### src/rtl/fetch_unit.sv
// LC-3b instruction fetch stage: owns the PC, handshakes with instruction memory,
// and writes pc/ir into IF/ID, with a one-entry hold buffer and redirect handling.
//
// state  | meaning
// -------+------------------------------------------------------------------
// S_REQ  | read outstanding at pc; deliver or discard on imem_resp
// S_HOLD | response captured while stalled; waiting to hand it to IF/ID
module fetch_unit (
    input  logic        clk,
    input  logic        reset_n,
    output logic        imem_read,
    output logic [15:0] imem_address,
    input  logic [15:0] imem_rdata,
    input  logic        imem_resp,
    input  logic        stall,
    input  logic        redirect,
    input  logic [15:0] redirect_pc,
    output logic        if_id_load,
    output logic [15:0] pc_out,
    output logic [15:0] ir_out
);

    localparam logic [0:0] S_REQ  = 1'b0;
    localparam logic [0:0] S_HOLD = 1'b1;

    logic [0:0]  state;
    logic [15:0] pc;
    logic [15:0] pc_inc;
    logic [15:0] hold_ir;
    logic [15:0] hold_pc;
    logic [15:0] redir_tgt;
    logic        redir_pend;
    logic        resp_good;

    assign pc_inc = pc + 16'd2;

    // A response is only usable if no redirect is pending or arriving with it.
    assign resp_good = (state == S_REQ) && imem_resp && !redir_pend && !redirect;

    always_comb begin
        imem_read    = 1'b0;
        imem_address = pc;
        if_id_load   = 1'b0;
        ir_out       = 16'h0000;
        pc_out       = 16'h0000;
        if (reset_n) begin
            if_id_load = ~stall;
            pc_out     = pc;
            case (state)
                S_REQ: begin
                    imem_read = 1'b1;
                    if (resp_good) begin
                        ir_out = imem_rdata;
                        pc_out = pc_inc;
                    end
                end
                S_HOLD: begin
                    if (!redirect) begin
                        ir_out = hold_ir;
                        pc_out = hold_pc;
                    end
                end
                default: ;
            endcase
        end
    end

    always_ff @(posedge clk) begin
        if (!reset_n) begin
            state      <= S_REQ;
            pc         <= 16'h0000;
            hold_ir    <= 16'h0000;
            hold_pc    <= 16'h0000;
            redir_pend <= 1'b0;
            redir_tgt  <= 16'h0000;
        end else begin
            case (state)
                S_REQ: begin
                    if (imem_resp) begin
                        if (redir_pend || redirect) begin
                            pc         <= redirect ? redirect_pc : redir_tgt;
                            redir_pend <= 1'b0;
                        end else begin
                            pc <= pc_inc;
                            if (stall) begin
                                hold_ir <= imem_rdata;
                                hold_pc <= pc_inc;
                                state   <= S_HOLD;
                            end
                        end
                    end else if (redirect) begin
                        // The request cannot be aborted; remember where to go once it completes.
                        redir_pend <= 1'b1;
                        redir_tgt  <= redirect_pc;
                    end
                end
                S_HOLD: begin
                    if (redirect) begin
                        pc      <= redirect_pc;
                        hold_ir <= 16'h0000;
                        hold_pc <= 16'h0000;
                        state   <= S_REQ;
                    end else if (!stall) begin
                        state <= S_REQ;
                    end
                end
                default: state <= S_REQ;
            endcase
        end
    end

endmodule

### config.mk
export PLATFORM = sky130hd
export DESIGN_NAME = fetch_unit
export DESIGN_NICKNAME = d
export VERILOG_FILES = /design/src/rtl/fetch_unit.sv
export SDC_FILE = /design/constraint.sdc
export NUM_CORES = 1
export LEC_CHECK = 0
export CAP_MARGIN = 20
export CORE_MARGIN = 5
export CORE_UTILIZATION = 50
export CTS_CLUSTER_SIZE = 10
export DETAILED_ROUTE_END_ITERATION = 12
export GPL_TIMING_DRIVEN = 0
export HOLD_SLACK_MARGIN = 0.05
export PLACE_DENSITY = 0.8
export RECOVER_POWER = 50
export SKIP_CTS_REPAIR_TIMING = 1
export SLEW_MARGIN = 20
export SYNTH_ARGS = -nofsm -noshare
export SYNTH_HDL_FRONTEND = slang
export SYNTH_SLANG_ARGS = --single-unit
### constraint.sdc
create_clock -name clk -period 2.3 [get_ports clk]
set_input_delay 0.345 -clock clk [delete_from_list [all_inputs] [get_ports clk]]
set_output_delay 0.345 -clock clk [all_outputs]
set_load 0.01 [all_outputs]
==> impl_results.md, run 1 <==
- Detailed placement HPWL: 9220 um
- IO Count: 87
- 1st-iter DRT viols: 432
- Crit. End Element: output pin
- M1 GR Usage: 0.3406
- Post-DRT Antenna Nets: 0
- Critical Path AT: 2.28 ns
- Lkg Pwr: 2.318 nW
- Final Skew: 0.01069 ns
- Post-synthesis xor/xnor area fraction: 0.02330
- Cell row count: 31
- Slew Viols, Final: 0
- Die W: 96.70 um
- Setup ws final: -0.3235 ns
- Failing checks: negative setup slack
- Pwr Total: 2.885 mW
- H-tree levels: 3
- Mux contribution to synthesized area: 0.005326
- Netlist cell types: 59
- Clock-pin slew on the worst setup and hold paths: 0.07 ns
- Fin area: 5446 sq um
- Mapped Area: 3759 sq um
- Die area: 9351 sq um
- Slew @ Worst Pin: 0.8981 ns
- Post-synth EDFFs: 0
- Top delay family on crit path: simple AND/OR/NAND/NOR gates
- Total track usage: 0.2642
- Final setup TNS: -1.893 ns
- Core Footprint: 7292 sq um
- Fraction of the mapped netlist area in adder cells: 0.003329
- Max incr delay on CP: 0.57 ns
- Largest net degree at the start of global routing: 12
- Hold Path Class: input port to register
- Internal Power: 2.000 mW
- Seq/Total Area, Yosys: 0.3515
- Synth Area in Compound Gates: 0.3033
- Fin nets: 672
- Clock Latency Late Sink: 0.36 ns
- CTS sink cnt: 66
- Final Hold Viols: 0
- Startpoint Class: register
- Synth Area in Simple Gates: 0.2427
- Synth warn: 0
- Fin crit period: 2.623 ns
- Cells after synthesis: 509
- P_sw: 884.6 uW
- Grt peak-use layer: met2
- Commonest non-fill, non-tap cell in the layout: nand2_1
- DR pass1 iterations: 5
- Die height: 96.70 um
- Avg Cell Area, Syn: 7.384 sq um
- Area post-placement: 4735 sq um
- Gr ovfl total: 0
- Number of global-route vias before repair: 4030
- Area Overhead vs Synth: 44.91%
- Share of layout cells above drive strength 1: 0.2100
- Slowest-stage cell, CP: or4_4
- Number of inserted diodes: 0
- GPL Wtd Cong: 0.9270
- Cell Pwr Density: 529.6 nW/um^2
- Worst EP required: 1.96 ns
- Setup violators final: 9
- Clk buf depth: 2
- Via density: 6.144
- Met3 usage: 0.07050
- PortBufs: 85
- CP Max Fanout: 7
- # Max-Cap Violations: 0
- Routed WL per cell: 18.62 um
- DRT Wirelength: 13730 um
- Sw frac: 0.3066
- Worst R2R Setup Slack: 0.07 ns
- CTS tree: built
- Synthesis-stage register bit count: 66
- RSZ-0062 raised after global routing: true
- Hold_ws: 0.3898 ns
- Main synth FF type: dfxtp_1
- Largest family of logic cells by synthesized area: compound AO/OA/AOI/OAI gates
- Initial antenna violation count: 0
- First-pass GRT wire length: 20270 um
- Max-slew headroom: 0.4013
- Combinational fraction of design power: 0.229
- Kind of critical path: register to output pin
- Syn_nets: 547
- Post-synth ARST share: 0
- Clock network power share: 0.335
- Total CTS buffers: 9
- Pre-CTS WS: -0.9988 ns
- CP bufs+invs: 1
- Met2 Track Usage GR: 0.4321
- Crit-path cells: nand4_4 -> or4_4 -> or3_1 -> a31oi_1 -> buf_2
- Sequential power share: 0.436
- Most frequent cells in the layout: nand2_1 (85), a21oi_1 (64), dfxtp_1 (56)
- Peak supply drop: 0.3475 mV
- DRC viols: 0
- F_max: 0.3812 GHz
- Fin crit share: 1.141
- Via Count: 4528
- CTS Root Cell: clkbuf_8
- Outcome: finished with violations
- Initial core utilization: 0.5154
## power by group through the flow
stage                     clock network (mW)  registers (mW)  logic (mW)
final                                  0.965            1.26       0.661
after global routing                    1.01            1.27       0.708
after CTS                              0.959            1.25       0.572
after detailed placement                   0            1.28       0.569
after global placement                     0            1.27       0.561
after floorplan                            0            1.28       0.299
## layout make-up
cell class,count,area [sq um]
fill,571,1846
buffer,46,327.8
inverter,6,22.52
multi-input combinational,388,2340
clock buffer,9,123.9
timing repair buffer,117,1104
tap,99,123.9
clock inverter,6,58.81
sequential,66,1346
## metrics by stage
stage                       util  cells
final                     0.7469    737
after detailed placement  0.6493    693
after global routing      0.7469    737
after global placement    0.6493    693
after floorplan                -    509
after CTS                 0.6743    708
## cell usage after synthesis, types with 3 or more instances
library cell	number	area [sq um]
and2_1	7	43.79
o21a_1	4	30.03
nand3_1	25	125.1
inv_1	5	18.77
o221ai_1	5	43.79
buf_6	3	33.78
a21oi_1	68	340.3
nand2b_1	4	25.02
a211oi_1	9	67.56
a22oi_1	21	157.7
buf_4	6	45.04
a22o_1	3	26.28
buf_2	8	40.04
o31a_1	3	26.28
clkbuf_1	30	112.6
nor2b_1	8	50.05
a31oi_1	3	18.77
dfxtp_1	66	1321
nor2_1	28	105.1
o22ai_1	6	37.54
a2bb2oi_1	5	43.79
o21ai_0	45	225.2
nor3_1	8	40.04
nand2_1	85	319.1
xnor2_1	8	70.07
and3_1	4	25.02
## routing by layer
layer	vias up	wire (um)	part of all wire
met4	0	324	0.024
met2	250	6795	0.50
met3	36	1215	0.089
li1	2089	-	-
met1	2153	5389	0.39
met5	-	0	0
## state kept, by name (all words and copies together) (netlist names)
signal and count:
hold_ir 16, imem_address 16, redir_pend 1, redir_tgt 16, hold_pc 16, state 1
## cell families after synthesis
group	Yosys count
compound gates	187
xor+xnor	10
fa+ha+maj	1
buf+inv	55
flops	66
mux	2
simple gates	188
## tightest hold or removal path: stages
cell and delay (ns):
dlymetal6s2s_1 0.18, nand2_1 0.12, nor2_1 0.06
## final timing paths
kind / from / endpoint / depth (start not counted)
hold reg to reg: redir_tgt[10] / redir_tgt[10] / 2
hold / removal: reset_n / state / 3
setup reg to reg: state / imem_address[5] / 7
setup / recovery: imem_address[8] / pc_out[15] / 5
Note: power is estimated with default switching activity, not from simulation.
==> run 2, diff against run 1 <==
CTS_CLUSTER_SIZE = 24   (was 10)
==> results of run 2 <==
Final layout, timing and power as in run 1 (identical DEF).
